<file path="src/rtl/inst_fetch_queue.sv">
// Instruction-fetch stage: issues sequential reads to a synchronous I-mem and buffers
// the returned {pc, instruction} pairs in a DEPTH-entry queue for decode.
module inst_fetch_queue #(
    parameter int               ADDR_W   = 16,
    parameter int               INST_W   = 16,
    parameter int               DEPTH    = 4,
    parameter logic [ADDR_W-1:0] RESET_PC = '0
) (
    input  logic                     clk,
    input  logic                     rst_n,
    input  logic                     branch_to_new,
    input  logic [ADDR_W-1:0]        branch_pc,
    output logic [ADDR_W-1:0]        imem_addr,
    output logic                     imem_rd,
    input  logic [INST_W-1:0]        imem_q,
    output logic                     inst_valid,
    input  logic                     inst_ready,
    output logic [INST_W-1:0]        inst,
    output logic [ADDR_W-1:0]        pc,
    output logic [$clog2(DEPTH):0]   q_count
);

    localparam int PTR_W = $clog2(DEPTH);
    localparam int CNT_W = PTR_W + 1;

    typedef enum logic {BOOT, RUN} state_t;

    state_t             state_q, state_d;
    logic [ADDR_W-1:0]  fetch_pc_q, fetch_pc_d;
    logic [ADDR_W-1:0]  tag_q, tag_d;
    logic               inflight_q, inflight_d;
    logic [PTR_W-1:0]   rd_ptr_q, rd_ptr_d;
    logic [PTR_W-1:0]   wr_ptr_q, wr_ptr_d;
    logic [CNT_W-1:0]   count_q, count_d;
    logic [INST_W-1:0]  hold_inst_q, hold_inst_d;
    logic [ADDR_W-1:0]  hold_pc_q, hold_pc_d;

    logic [INST_W-1:0]  slot_inst [DEPTH];
    logic [ADDR_W-1:0]  slot_pc   [DEPTH];

    logic               run;
    logic               redirect;
    logic               has_head;
    logic               pop;
    logic               push;
    logic [CNT_W:0]     occupancy;

    always_comb begin
        state_d     = state_q;
        fetch_pc_d  = fetch_pc_q;
        tag_d       = tag_q;
        inflight_d  = 1'b0;
        rd_ptr_d    = rd_ptr_q;
        wr_ptr_d    = wr_ptr_q;
        count_d     = count_q;
        hold_inst_d = hold_inst_q;
        hold_pc_d   = hold_pc_q;

        case (state_q)
            BOOT:    state_d = RUN;
            RUN:     state_d = RUN;
            default: state_d = BOOT;
        endcase

        run      = (state_q == RUN);
        redirect = run & branch_to_new;
        has_head = (count_q != '0);

        inst_valid = has_head & ~branch_to_new;
        pop        = inst_valid & inst_ready;
        // A response landing in a redirect cycle belongs to the old stream
        push       = inflight_q & ~branch_to_new;

        // Entries already held or still on their way, minus the one leaving now
        occupancy = {1'b0, count_q} + (CNT_W+1)'(inflight_q) - (CNT_W+1)'(pop);
        imem_rd   = run & (branch_to_new | (occupancy < (CNT_W+1)'(DEPTH)));
        imem_addr = redirect ? branch_pc : fetch_pc_q;

        inst = has_head ? slot_inst[rd_ptr_q] : hold_inst_q;
        pc   = has_head ? slot_pc[rd_ptr_q]   : hold_pc_q;
        q_count = count_q;

        if (has_head) begin
            hold_inst_d = slot_inst[rd_ptr_q];
            hold_pc_d   = slot_pc[rd_ptr_q];
        end

        if (imem_rd) begin
            fetch_pc_d = imem_addr + ADDR_W'(1);
            tag_d      = imem_addr;
            inflight_d = 1'b1;
        end

        if (redirect) begin
            rd_ptr_d = '0;
            wr_ptr_d = '0;
            count_d  = '0;
        end else begin
            if (push) wr_ptr_d = wr_ptr_q + PTR_W'(1);
            if (pop)  rd_ptr_d = rd_ptr_q + PTR_W'(1);
            count_d = count_q + CNT_W'(push) - CNT_W'(pop);
        end
    end

    always_ff @(posedge clk or negedge rst_n) begin
        if (!rst_n) begin
            state_q     <= BOOT;
            fetch_pc_q  <= RESET_PC;
            tag_q       <= RESET_PC;
            inflight_q  <= 1'b0;
            rd_ptr_q    <= '0;
            wr_ptr_q    <= '0;
            count_q     <= '0;
            hold_inst_q <= '0;
            hold_pc_q   <= RESET_PC;
        end else begin
            state_q     <= state_d;
            fetch_pc_q  <= fetch_pc_d;
            tag_q       <= tag_d;
            inflight_q  <= inflight_d;
            rd_ptr_q    <= rd_ptr_d;
            wr_ptr_q    <= wr_ptr_d;
            count_q     <= count_d;
            hold_inst_q <= hold_inst_d;
            hold_pc_q   <= hold_pc_d;
        end
    end

    // Queue storage needs no reset: it is only read while count_q is non-zero
    always_ff @(posedge clk) begin
        if (push && !redirect) begin
            slot_inst[wr_ptr_q] <= imem_q;
            slot_pc[wr_ptr_q]   <= tag_q;
        end
    end

endmodule
</file>
<file path="config.mk">
export PLATFORM = sky130hd
export DESIGN_NAME = inst_fetch_queue
export DESIGN_NICKNAME = d
export VERILOG_FILES = /design/src/rtl/inst_fetch_queue.sv
export SDC_FILE = /design/constraint.sdc
export NUM_CORES = 1
export LEC_CHECK = 0
export CAP_MARGIN = 40
export CORE_MARGIN = 1.5
export CORE_UTILIZATION = 50
export DETAILED_ROUTE_END_ITERATION = 10
export GPL_TIMING_DRIVEN = 0
export PLACE_DENSITY = 0.72
export SLEW_MARGIN = 20
export SYNTH_ARGS = -nofsm -noshare
export SYNTH_HDL_FRONTEND = slang
export SYNTH_SLANG_ARGS = --single-unit
export TNS_END_PERCENT = 30
</file>
<file path="constraint.sdc">
create_clock -name clk -period 9.8 [get_ports clk]
set_clock_uncertainty 0.2 [all_clocks]
set_input_delay 1.96 -clock clk [delete_from_list [all_inputs] [get_ports clk]]
set_output_delay 1.96 -clock clk [all_outputs]
set_load 0.02 [all_outputs]
</file>
Yosys cells after proc, flatten, opt, wreduce, memory -nomap -nowiden

Memories as Yosys holds them, arrays and structs flattened.
Cells that the tools add are included.

Add/subtract/negate cells: 7
$lt $le $gt $ge: 1
Muxes and demuxes: 11
Bitwise gates (word level): 7
Reduce and logical (&&, ||, !) cells: 5

Operator list:

| kind                                                                         | number |
|---|---|
| 16-bit two-way mux                                                           | 3 |
| 16-bit by 1-bit adder with 16-bit output, second input constant              | 1 |
| 2-bit two-way mux                                                            | 4 |
| 1-bit bitwise AND                                                            | 5 |
| 2-bit by 1-bit adder with 2-bit output, second input constant                | 2 |
| 3-bit by 1-bit adder with 4-bit output                                       | 1 |
| 4-bit by 3-bit less-than comparator with 1-bit output, second input constant | 1 |
| 2-bit nonzero test                                                           | 2 |
| 4-bit by 1-bit subtractor with 4-bit output                                  | 1 |
| 3-bit by 1-bit adder with 3-bit output                                       | 1 |
| 1-bit two-way mux                                                            | 3 |
| 3-bit two-way mux                                                            | 1 |
| 3-bit nonzero test                                                           | 1 |
| 3-bit by 1-bit subtractor with 3-bit output                                  | 1 |
| 1-bit logical AND                                                            | 1 |
| 1-bit zero test                                                              | 1 |
| 1-bit NOT                                                                    | 1 |
| 1-bit bitwise OR                                                             | 1 |

Register bits after elaboration: 73
RAM bits: 128
Word-level logic and storage cells: 42
Memories kept: 2

Memory list:

| memory    | depth | width | rd ports | clocked after Yosys merged registers in | wr ports | line | text |
|---|---|---|---|---|---|---|---|
| slot_inst | 4     | 16    | 1        | 0                                       | 1        | 38   | `logic [INST_W-1:0] slot_inst [DEPTH];` |
| slot_pc   | 4     | 16    | 1        | 0                                       | 1        | 39   | `logic [ADDR_W-1:0] slot_pc [DEPTH];` |

Depth between registers and ports, before layout

Word-level depth: 8
Depth in mapped cells: 12
Gate-level depth less buffers: 9

Worst setup path after synthesis

No wires, ideal clock.

Path kind: input -> output
Start: input branch_to_new
End: output imem_rd
Data arrival time: 4.189 ns
Data required time: 7.640 ns
Slack: 3.451 ns
Stages: 11
Buffers on the path: 4
Path through: buf_6 > clkbuf_1 > or3_1 > ha_1 > and4b_1 > a221o_1 > a211oi_2 > nand2b_1 > buf_2 > buf_2 > inv_1

Cells in the longest elaborated chain, start to end: 7

Ends and longest elaborated chain:

| item                                                  | line | text |
|---|---|---|
| start: declaration                                    | 11   | `input logic branch_to_new,` |
| 1-bit NOT                                             | 69   | `inst_valid = has_head & ~branch_to_new;` |
| 1-bit bitwise AND                                     | 69   |  |
| 1-bit bitwise AND                                     | 70   | `pop = inst_valid & inst_ready;` |
| 4-bit by 1-bit subtractor with 4-bit output           | 75   | `occupancy = {1'b0, count_q} + (CNT_W+1)'(inflight_q) - (CNT_W+1)'(pop);` |
| 4-bit by 3-bit less-than comparator with 1-bit output | 76   | `imem_rd = run & (branch_to_new \| (occupancy < (CNT_W+1)'(DEPTH)));` |
| 1-bit bitwise OR *                                    | 76   |  |
| 1-bit bitwise AND *                                   | 76   |  |
| end: declaration                                      | 14   | `output logic imem_rd,` |

Every way passes the cells marked *; elsewhere a longest branch is shown, timed or not.

Worst setup path in the final report

Same ends and word-level chain as after synthesis.

==> flow_summary.toml <==
[cts]
tritoncts = "built"
cts.clk_slew.worst_paths_ps = 60
cts_resized = 0
clockBufferDepth = 3
cts_hold_buf = 0
cts_htree_levels = 1
clk_latency_ps = 490
cts_sinks = 201
cts-root-buf = "clkbuf_16"
numCtsBuffers = 21
post-cts-setup-buffers = 0

[global_routing]
antenna_found_initial = 0
overflow = 0
grt_max_degree = 49
grt_pass1_vias = 5188
grt_pass1_wl_mm = 27.5
grt_usage_pct = 20.2

[placed_design]
gp_congestion = 0.862
dp.final_hpwl_mm = 11.8
placed_area_mm2 = 0.00956
place_ws_ps = 2010
port_buffers = 88
dp_cells = 873

[yosys]
ys.flop_type = "edfxtp_1"
ys_async_sr_fraction_pct = 36.3
syn_avg_cell_area_um2 = 14.7
yosysTopAreaCell = "edfxtp_1"
synth_area_mm2 = 0.00827
synth_top_area_share_pct = 46.5
synth_edf_count = 128
post-synth-top-count-cell = "nand2_1"
ys_top_cells_by_area = "edfxtp_1, dfrtp_1, mux4_2, nand2_1, mux2_2"
synthesis.nets = 609
synth.distinct_cells = 45
ys_warn_count = 0
synthTopCellsByCount = "nand2_1, edfxtp_1, dfrtp_1"
ys_seq_elements = 201
syn_inst = 564
ys_seq_area_share_pct = 68.5

[sta]
slew_viol_final = 0
tightest_slew_ps = 717
rsz0062_at_grt = "false"
min_period_ps = 7800
fin_ws_ps = 2000
period_share_pct = 79.6
finalHoldViolations = 0
fmax_ghz = 0.128
setup_viol = 0
tns_ps = 0
relSlewSlack_pct = 52.2

[hold_path]
whs_path_depth = 2
whs_endpoint = "hold_inst_q[14]$_DFF_PN0_"
hp-start = "hold_inst_q[14]$_DFF_PN0_"
hold_path_class = "reg -> reg"

[power]
power_density_mw_per_mm2 = 314
power_leakage_nw = 3.90
ir_drop_uv = 166

[drt]
drtIter0Drc = 339
drt-total-wl_mm = 17.1
detail-route-antenna-nets = 0
num_vias = 4974
avgViaCountPerCell = 5.45
drt_pre_antenna_iters = 5
wire_per_inst_um = 18.7
drc = 0

[critical_path]
path_max_fanout = 10
worst-r2r-setup-slack_ps = 5950
critPathRequiredTime_ps = 7640
r2r-start = "q_count[0]$_DFF_PN0_"
arrival_ps = 5640
critPathCaptureType = "primary output"
r2r_end = "tag_q[5]$_DFFE_PN0P_"
path_class = "in -> out"
worstRegToRegCells = 12
cp-start-kind = "primary input"

[outcome]
status = "finished, final reports clean"

[finish]
layout.nets = 726
instances_no_fill = 912
fin_area_mm2 = 0.0102
antenna_cells = 0
multi_input_area_mm2 = 0.00240
drive_above_1_share_pct = 15.7
area_growth_pct = 23.8
seq_area_mm2 = 0.00567
fillers = 1206

[floorplan]
io_pins = 89
start_util_pct = 51.7
rows = 46
die_y_um = 132
fp.dieW_um = 132
die-area_mm2 = 0.0173
core_mm2 = 0.0160

[run]
maxCapViolations = 0
## worst max-delay path, cell delays in order
cell	delay, ps
clkdlybuf4s50_1	450
buf_6	170
clkbuf_1	230
or3_1	470
ha_1	320
and4b_1	190
a221o_1	330
a211oi_2	310
nand2b_1	150
buf_2	150
buf_2	260
inv_1	90
clkdlybuf4s50_1	540
## cell usage in the layout, fill, tap and decap left out, types with 2 or more instances in the layout
cell type and count:
nand2_1 140, edfxtp_1 128, clkdlybuf4s50_1 87, dfrtp_1 73
mux4_2 32, clkbuf_1 26, o21ai_0 24, clkbuf_16 21
mux2_2 20, inv_1 10, nor2_1 9, nand4_1 9
o31ai_1 9, a31oi_1 8, ha_1 8, and4_1 7
buf_2 6, xnor2_1 6, xor2_1 6, buf_16 5
mux2i_1 4, nor3_1 4, and2_2 4, clkbuf_8 4
or3_1 3, nor2b_1 3, buf_4 3, nand3_1 3
clkinv_2 3, buf_6 2, and2_1 2, and3_1 2
a21oi_1 2, mux2_1 2
## registers in the layout, summed over array words and instances (netlist names), 2 cells and up
register and count:
wr_ptr_q 2, tag_q 16, hold_pc_q 16, fetch_pc_q 16
q_count 3, hold_inst_q 16, rd_ptr_q 2, slot_inst 64
slot_pc 64
## cells by family after synthesis
logic type / synth area share [%]
AND/OR/NAND/NOR: 10.3
XOR/XNOR: 1.27
multiplexers: 12.2
AO/OA/AOI/OAI: 3.77
adder cells (fa/ha/maj): 1.45
flip-flops: 68.5
other: 0.0453
buffers and inverters: 2.45
## layer usage
layer,vias to the layer above,GRT usage [%],wire length [µm]
met5,-,0,0
met4,0,5.56,291
met3,26,2.55,850
met2,154,33.9,8360
met1,2492,28.1,7550
li1,2302,-,-
## report_power, final
group / total [W] / switching (W) / internal (W)
clock: 0.000760 / 0.000306 / 0.000454
combinational: 0.00121 / 0.000672 / 0.000542
sequential: 0.00124 / 0.000109 / 0.00113
total: 0.00322 / 0.00109 / 0.00213
## worst max-delay path by stage
stage / from / to
2_1_floorplan: branch_to_new / imem_rd
3_3_place_gp: branch_to_new / imem_rd
3_5_place_dp: branch_to_new / imem_rd
4_1_cts: branch_to_new / imem_rd
5_1_grt: branch_to_new / imem_rd
6_report: branch_to_new / imem_rd
## final cells by class
type                            instances  area share (%)
Timing Repair Buffer                   94            9.97
Sequential cell                       201            55.4
Clock buffer                           31            5.89
Inverter                               11           0.403
Multi-Input combinational cell        321            23.5
Buffer                                 31            1.58
Tap cell                              216            2.64
Clock inverter                          7           0.660
## metrics by stage
stage	total power (W)	util, %	hold WS [ps]
3_3_place_gp	0.00243	58.9	245
5_1_grt	0.00339	64.0	284
2_1_floorplan	0.00196	-	260
4_1_cts	0.00325	64.0	265
3_5_place_dp	0.00248	59.8	252
6_report	0.00322	64.0	264
No activity file was read; power rests on OpenSTA's default activity.
